File: src/rtl/pc_fetch_unit_if.sv
// IF/ID handshake bundle between the fetch stage (master) and decode (slave).
interface pc_fetch_unit_if;
  logic        out_valid;
  logic        out_ready;
  logic [31:0] out_instr;
  logic [31:0] out_pc;
  logic [31:0] out_pc_plus4;

  modport master (
    output out_valid,
    output out_instr,
    output out_pc,
    output out_pc_plus4,
    input  out_ready
  );

  modport slave (
    input  out_valid,
    input  out_instr,
    input  out_pc,
    input  out_pc_plus4,
    output out_ready
  );
endinterface

File: src/rtl/pc_fetch_unit.sv
// PC register and fetch stage feeding a one-entry IF/ID register, with
// redirect, back-pressure and sticky fault on misaligned/out-of-range fetch.
module pc_fetch_unit #(
  parameter logic [31:0] RESET_PC  = 32'h0000_0000,
  parameter int unsigned MEM_BYTES = 88,
  parameter logic [31:0] PC_STEP   = 32'd4
) (
  input  logic                   clk,
  input  logic                   reset,
  output logic [31:0]            imem_addr,
  input  logic [31:0]            imem_data,
  input  logic                   redirect_en,
  input  logic [31:0]            redirect_pc,
  pc_fetch_unit_if.master        ifid,
  output logic                   fault,
  output logic [31:0]            fault_pc
);

  typedef enum logic [1:0] {
    BOOT = 2'd0,
    RUN  = 2'd1,
    HALT = 2'd2
  } state_t;

  state_t      state, state_nxt;
  logic [31:0] pc, pc_nxt;
  logic        ov, ov_nxt;
  logic [31:0] oi, oi_nxt;
  logic [31:0] op, op_nxt;
  logic [31:0] op4, op4_nxt;
  logic        fault_q, fault_nxt;
  logic [31:0] fpc, fpc_nxt;

  logic [32:0] end_addr;
  logic        bad;
  logic        adv;

  // 33-bit end address keeps the range check immune to wrap near 2^32.
  assign end_addr = {1'b0, pc} + 33'd3;
  assign bad      = (pc[1:0] != 2'b00) || (end_addr >= 33'(MEM_BYTES));
  assign adv      = !ov || ifid.out_ready;

  assign imem_addr         = pc;
  assign ifid.out_valid    = ov;
  assign ifid.out_instr    = oi;
  assign ifid.out_pc       = op;
  assign ifid.out_pc_plus4 = op4;
  assign fault             = fault_q;
  assign fault_pc          = fpc;

  always_ff @(posedge clk) begin
    if (reset) begin
      state   <= BOOT;
      pc      <= RESET_PC;
      ov      <= 1'b0;
      oi      <= '0;
      op      <= '0;
      op4     <= '0;
      fault_q <= 1'b0;
      fpc     <= '0;
    end else begin
      state   <= state_nxt;
      pc      <= pc_nxt;
      ov      <= ov_nxt;
      oi      <= oi_nxt;
      op      <= op_nxt;
      op4     <= op4_nxt;
      fault_q <= fault_nxt;
      fpc     <= fpc_nxt;
    end
  end

  always_comb begin
    state_nxt = state;
    pc_nxt    = pc;
    ov_nxt    = ov;
    oi_nxt    = oi;
    op_nxt    = op;
    op4_nxt   = op4;
    fault_nxt = fault_q;
    fpc_nxt   = fpc;

    unique case (state)
      BOOT: state_nxt = RUN;
      RUN: begin
        if (bad) begin
          state_nxt = HALT;
          fault_nxt = 1'b1;
          fpc_nxt   = pc;
          if (ov && ifid.out_ready) ov_nxt = 1'b0;
        end else if (adv) begin
          oi_nxt  = imem_data;
          op_nxt  = pc;
          op4_nxt = pc + PC_STEP;
          ov_nxt  = 1'b1;
          pc_nxt  = pc + PC_STEP;
        end
      end
      HALT: begin
        if (ov && ifid.out_ready) ov_nxt = 1'b0;
      end
      default: state_nxt = BOOT;
    endcase

    // Redirect overrides everything above, including a fault detected this cycle.
    if (redirect_en) begin
      pc_nxt    = redirect_pc & ~32'd1;
      ov_nxt    = 1'b0;
      state_nxt = RUN;
      fault_nxt = 1'b0;
      fpc_nxt   = fpc;
    end
  end

endmodule

File: src/flat_wrapper.sv
// flat-port wrapper written by rule: the top's interface ports become plain ports
module pc_fetch_unit_flat 
#(
  parameter logic [31:0] RESET_PC  = 32'h0000_0000,
  parameter int unsigned MEM_BYTES = 88,
  parameter logic [31:0] PC_STEP   = 32'd4
)
  (clk, reset, imem_addr, imem_data, redirect_en, redirect_pc, fault, fault_pc, ifid_out_valid, ifid_out_instr, ifid_out_pc, ifid_out_pc_plus4, ifid_out_ready);
  pc_fetch_unit_if ifid_i ();
  input  logic clk;
  input  logic reset;
  output logic [31:0] imem_addr;
  input  logic [31:0] imem_data;
  input  logic redirect_en;
  input  logic [31:0] redirect_pc;
  output logic fault;
  output logic [31:0] fault_pc;
  output wire logic [$bits(ifid_i.out_valid)-1:0] ifid_out_valid;
  output wire logic [$bits(ifid_i.out_instr)-1:0] ifid_out_instr;
  output wire logic [$bits(ifid_i.out_pc)-1:0] ifid_out_pc;
  output wire logic [$bits(ifid_i.out_pc_plus4)-1:0] ifid_out_pc_plus4;
  input wire logic [$bits(ifid_i.out_ready)-1:0] ifid_out_ready;
  assign ifid_out_valid = ifid_i.out_valid;
  assign ifid_out_instr = ifid_i.out_instr;
  assign ifid_out_pc = ifid_i.out_pc;
  assign ifid_out_pc_plus4 = ifid_i.out_pc_plus4;
  assign ifid_i.out_ready = ifid_out_ready;
  pc_fetch_unit #(.RESET_PC(RESET_PC), .MEM_BYTES(MEM_BYTES), .PC_STEP(PC_STEP)) u_core (.clk(clk), .reset(reset), .imem_addr(imem_addr), .imem_data(imem_data), .redirect_en(redirect_en), .redirect_pc(redirect_pc), .ifid(ifid_i), .fault(fault), .fault_pc(fault_pc));
endmodule
File: config.mk
export PLATFORM = sky130hd
export DESIGN_NAME = pc_fetch_unit_flat
export DESIGN_NICKNAME = d
export VERILOG_FILES = /design/src/rtl/pc_fetch_unit_if.sv /design/src/rtl/pc_fetch_unit.sv /design/src/flat_wrapper.sv
export SDC_FILE = /design/constraint.sdc
export NUM_CORES = 1
export LEC_CHECK = 0
export CAP_MARGIN = 20
export CORE_MARGIN = 10
export CORE_UTILIZATION = 50
export CTS_BUF_LIST = sky130_fd_sc_hd__clkbuf_8
export CTS_CLUSTER_DIAMETER = 80
export DETAILED_ROUTE_END_ITERATION = 10
export GPL_TIMING_DRIVEN = 1
export HOLD_SLACK_MARGIN = 0.06
export PLACE_DENSITY = 0.84
export SYNTH_ARGS = -nofsm -noshare
export SYNTH_HDL_FRONTEND = slang
export SYNTH_SLANG_ARGS = --single-unit
File: constraint.sdc
create_clock -name clk -period 7.18 [get_ports clk]
set_input_delay 1.795 -clock clk [delete_from_list [all_inputs] [get_ports clk]]
set_output_delay 1.795 -clock clk [all_outputs]
set_load 0.05 [all_outputs]
After elaboration in Yosys (flattened, before gate mapping)
Cells that the tools add are included.
Cells by class
  muxes and demuxes: 11
  add/subtract/negate cells: 2
  bitwise logic cells: 3
  eq/ne operators: 7
  reductions and logical operators: 17
  order comparisons: 1
Operators by type and width (count)
  two-way mux 32 bit: 4
  adder 32 x 2 -> 33 bit, second input constant: 1
  greater-or-equal comparator 33 x 7 -> 1 bit, second input constant: 1
  adder 32 x 3 -> 32 bit, second input constant: 1
  AND reduction 3 bit: 3
  AND reduction 2 bit: 4
  nonzero test 2 bit: 4
  one-hot mux 2 bit (3 select lines): 1
  two-way mux 1 bit: 4
  inequality test 2 bit, second input constant: 2
  inequality test 3 x 1 -> 1 bit, second input constant: 1
  inequality test 3 x 2 -> 1 bit, second input constant: 1
  NOT 1 bit: 3
  == test 2 x 1 -> 1 bit, second input constant: 1
  == test 2 bit, second input constant: 1
  zero test 2 bit: 1
  logical OR 1 bit: 2
  two-way mux 2 bit: 1
  inequality test 2 x 1 -> 1 bit, second input constant: 1
  one-hot mux 1 bit (2 select lines): 1
  OR reduction 2 bit: 1
  logical AND 1 bit: 1
  zero test 1 bit: 1
Word-level totals
  input port bits: 68
  output and inout port bits: 162
  flip-flop bits (word level): 164

Longest topological paths before layout
  depth after elaboration: 6
  depth in mapped cells: 13

Worst setup path before layout
Ideal clock, no wire load.
  path type: register -> register
  start: reg u_core.pc[3], in the netlist u_core.imem_addr[3]
  end: reg u_core.pc[4], in the netlist u_core.imem_addr[4]
  required time: 7.053 ns
  stages on the path, launching flop included: 12
  slack: 3.455 ns
  library setup time: 0.127 ns
  clock period less this slack: 3.725 ns
  arrival time: 3.598 ns
  buffers on the path: 2
  cell sequence: dfxtp_1 -> ha_1 -> buf_2 -> nand4_2 -> nor4_4 -> nand4_1 -> mux2_1 -> or4b_1 -> or4_1 -> buf_2 -> nor4bb_1 -> or3_1
On the way
  word-level cells in the longest chain between the ends: 5
  elaborated cells on any way between the ends: 10
Ends and longest elaborated chain
  from (decl): RTL line pc_fetch_unit.sv:26  | logic [31:0] pc, pc_nxt;
  from (signal assigned): RTL line pc_fetch_unit.sv:63  | pc <= pc_nxt;
  adder 32 x 2 -> 33 bit or adder 32 x 3 -> 32 bit (tied branches): RTL line pc_fetch_unit.sv:39, pc_fetch_unit.sv:96
  greater-or-equal comparator 33 x 7 -> 1 bit or two-way mux 32 bit (tied branches): RTL line pc_fetch_unit.sv:40, pc_fetch_unit.sv:91
  logical OR 1 bit or two-way mux 32 bit (tied branches): RTL line pc_fetch_unit.sv:40, pc_fetch_unit.sv:86
  inequality test 2 bit (no line) or two-way mux 32 bit (tied branches)
  AND reduction 3 bit (no line) or two-way mux 32 bit (tied branches)
Several ways; a longest one is shown, not always the timed one. The select of a mux whose other input is x is not followed.
A chain may end at the register's enable or synchronous reset.

Worst setup path in the final report
Same ends and word-level chain as after synthesis.

==> flow_metrics.py <==
metrics = {
    "power": {
        "p_leak_nw": 3.363,
        "power.internal_mw": 1.263,
        "netSwitchingFraction_pct": 28.82,
        "irDropWorstVdd_mv": 0.1286,
        "combPwrFrac_pct": 13.3,
        "powerDensity_nw_per_um2": 194.8,
        "power_switching_mw": 0.5112,
        "power_frac_clock_pct": 34.2,
        "seq_power_share_pct": 52.5,
    },
    "logic_synthesis": {
        "synth.area.top_cells": "dfxtp_1, mux2i_1, nand2b_1",
        "synth_fa_ha_area_share_pct": 0.7768,
        "synth_top_family_by_area": "simple AND/OR/NAND/NOR gates",
        "synthSimpleGateAreaFrac_pct": 26.67,
        "synth_top_area_share_pct": 49.41,
        "async_flop_share_pct": 0,
        "syn_area_um2": 6442,
        "yosysMostFrequentCell": "dfxtp_1",
        "yosysWarnings": 0,
        "synthXorXnorAreaFrac_pct": 1.495,
        "syn_avg_cell_area_um2": 9.337,
        "yosysUniqueCellTypes": 55,
        "ys_ff_latch": 159,
        "yosysSeqAreaShare_pct": 49.41,
        "yosys.area.top_type": "dfxtp_1",
        "synth-compound-area-share_pct": 6.506,
        "synth_edf_count": 0,
        "synthMuxAreaShare_pct": 10.43,
        "synth_flop_cell": "dfxtp_1",
        "ys_top_cells_by_count": "dfxtp_1, mux2i_1, nand2b_1, nand3_1, and2_1",
        "synthCells": 690,
    },
    "sta": {
        "finalSetupTns_ns": 0,
        "final_max_slew_viol_count": 0,
        "fmaxAchievable_ghz": 0.2090,
        "worst_slack_ns": 2.395,
        "slew-limit-headroom_pct": 30.43,
        "worst_clock_skew_ns": 0.01108,
        "setup_violations": 0,
        "period_needed_ns": 4.785,
        "hold_violations": 0,
        "min_period_over_period_pct": 66.64,
        "max_slew.worst_pin.slew_ns": 1.034,
        "rsz0062_at_grt": "no",
    },
    "worst_setup_path": {
        "cp-end-kind": "register",
        "critical_path_buf_inv_count": 0,
        "worst-path-max-fanout": 50,
        "cp.required_ns": 7.52,
        "crit_arrival_ns": 5.12,
        "path_cells": "ha_1 -> nand4_2 -> nor4_4 -> nand4_1 -> mux2_1 -> or4b_1 -> or4_2 -> nor4bb_1 -> or3_1",
        "startpoint_type": "register",
        "cpMaxStageDelayCell": "or4_2",
        "worst_path_dominant_cell_family": "simple AND/OR/NAND/NOR gates",
        "worst-setup-path-type": "register to register",
        "cp_slowest_stage_delay_ns": 1.18,
    },
    "clocking": {
        "clockRootBuffer": "clkbuf_8",
        "postCtsSetupBuffers": 0,
        "cts_buffer_depth": 2,
        "cts-buffers-inserted": 17,
        "clock_sinks": 159,
        "cts-htree-levels": 4,
        "clk_latency_ns": 0.45,
        "cts_tree": "yes",
        "cts_resized": 0,
        "cts.clk_slew.worst_paths_ns": 0.08,
        "postCtsHoldBufs": 0,
    },
    "global_route": {
        "grtUsageTotal_pct": 20.93,
        "grt_start_max_net_pins": 143,
        "grt_antenna_before_repair": 1,
        "grt_pass1_vias": 5671,
        "grt.overflow.total": 0,
        "grt_pass1_wl_mm": 30.55,
    },
    "drt": {
        "drt_wl_total_mm": 19.02,
        "first_pass_iters": 7,
        "wire_per_inst_um": 17.84,
        "drc": 0,
        "drt-initial-drc-count": 426,
        "vias": 5599,
        "routed_via_density": 5.252,
        "ant_nets": 0,
    },
    "cells_and_area": {
        "syn_to_final_growth_pct": 41.31,
        "seqCellArea_um2": 3183,
        "multiInputGateArea_um2": 3000,
        "drive_gt1_share_pct": 5.711,
        "fin_nets": 952,
        "nFillCells": 980,
    },
    "place": {
        "port-buffer-count": 224,
        "gp_congestion": 0.8230,
        "dp_hpwl_mm": 13.46,
        "pre_cts_slack_ns": 1.939,
    },
    "flow_run": {
        "maxCapViolations": 0,
    },
    "die": {
        "pin_count": 230,
        "die_w_um": 133.5,
        "die_area_um2": 17820,
        "core-area_um2": 12620,
        "initial_utilization_pct": 51.05,
        "std_cell_rows": 41,
        "dieHeight_um": 133.5,
    },
    "hold_path": {
        "hold_class": "register to register",
    },
    "run_status": {
        "status": "complete, no violations",
    },
}
area by class of cell:
type | count | share of cell area [%]
clock buffer | 19 | 2.872
tap | 172 | 2.364
antenna | 1 | 0.02749
inverter | 7 | 0.2886
clock inverter | 13 | 1.127
timing repair buffer | 230 | 25.40
sequential | 159 | 34.96
multi-input combinational | 465 | 32.96
worst min-delay path, cell delays in order, from the launching register on:
cell     delay, ns
dfxtp_1       0.31
nand2_1       0.05
a21oi_1       0.05
per-layer routing:
metal | wire, um | global-route usage, % | up-vias | part of all wire, %
met2 | 9025 | 33.45 | 190 | 47
met3 | 1863 | 9.549 | 30 | 9.8
met1 | 7696 | 23.98 | 2664 | 40
li1 | - | - | 2715 | -
met4 | 429 | 7.920 | 0 | 2.3
met5 | 0 | 0 | - | 0
registers in the layout (all words and copies together), names as in the netlist:
name / cells
u_core.fault_pc: 31
u_core.ifid.out_valid: 1
u_core.fault: 1
u_core.state: 2
u_core.ifid.out_instr: 32
u_core.ifid.out_pc_plus4: 31
u_core.imem_addr: 31
u_core.ifid.out_pc: 30
final timing paths:
path | startpoint | to | slack [ns] | cells after the start
min reg2reg | u_core.ifid.out_instr[12]$_SDFFE_PP0P_ | u_core.ifid.out_instr[12]$_SDFFE_PP0P_ | 0.45 | 2
min | u_core.ifid.out_instr[12]$_SDFFE_PP0P_ | u_core.ifid.out_instr[12]$_SDFFE_PP0P_ | 0.45 | 2
max | u_core.imem_addr[3]$_SDFFE_PP0P_ | u_core.imem_addr[4]$_SDFFE_PP0P_ | 2.40 | 9
max reg2reg | u_core.imem_addr[3]$_SDFFE_PP0P_ | u_core.imem_addr[4]$_SDFFE_PP0P_ | 2.40 | 9
per-stage QoR:
step | hold WS, ns | util (%) | instance area (um^2) | total power, mW | instances
floorplan | 0.5142 | - | 6454 | 1.090 | 693
global placement | 0.4378 | 68.86 | 8690 | 1.175 | 1031
detailed placement | 0.4420 | 68.86 | 8690 | 1.182 | 1031
CTS | 0.4541 | 71.74 | 9054 | 1.790 | 1063
global route | 0.4734 | 72.14 | 9104 | 1.842 | 1066
finish | 0.4511 | 72.14 | 9104 | 1.774 | 1066
power by group through the flow:
| stage | Sequential, mW | Combinational (mW) | Clock (mW) |
|---|---|---|---|
| after floorplan | 0.991 | 0.0989 | 0 |
| after global routing | 0.935 | 0.250 | 0.656 |
| after CTS | 0.931 | 0.232 | 0.627 |
| final | 0.931 | 0.235 | 0.607 |
| after detailed placement | 0.951 | 0.231 | 0 |
| after global placement | 0.949 | 0.226 | 0 |
kinds of logic (layout without fill, tap and decap cells):
| family | after synthesis | in the layout |
|---|---|---|
| compound gates | 70 | 70 |
| xor+xnor | 11 | 11 |
| fa+ha+maj | 4 | 4 |
| buf+inv | 69 | 269 |
| flops | 159 | 159 |
| mux | 67 | 67 |
| other cells | 1 | 5 |
| simple gates | 309 | 309 |
placed cells by master, fill, tap and decap left out, drive strengths merged, types with 4 or more instances in the layout:
master / netlist / routed
nand3: 54 / 54
nor4: 9 / 9
inv: 7 / 13
nor3: 7 / 7
nand4: 15 / 15
a21oi: 45 / 45
xor2: 6 / 6
nand2: 49 / 49
nand2b: 60 / 60
clkdlybuf4s50: 0 / 222
dfxtp: 159 / 159
o21ai: 5 / 5
clkinv: 0 / 4
ha: 4 / 4
conb: 1 / 4
nor2: 40 / 40
clkbuf: 39 / 19
and2: 51 / 51
mux2i: 66 / 66
nor2b: 5 / 5
buf: 23 / 8
xnor2: 5 / 5
Power figures use the tool's default switching activity.
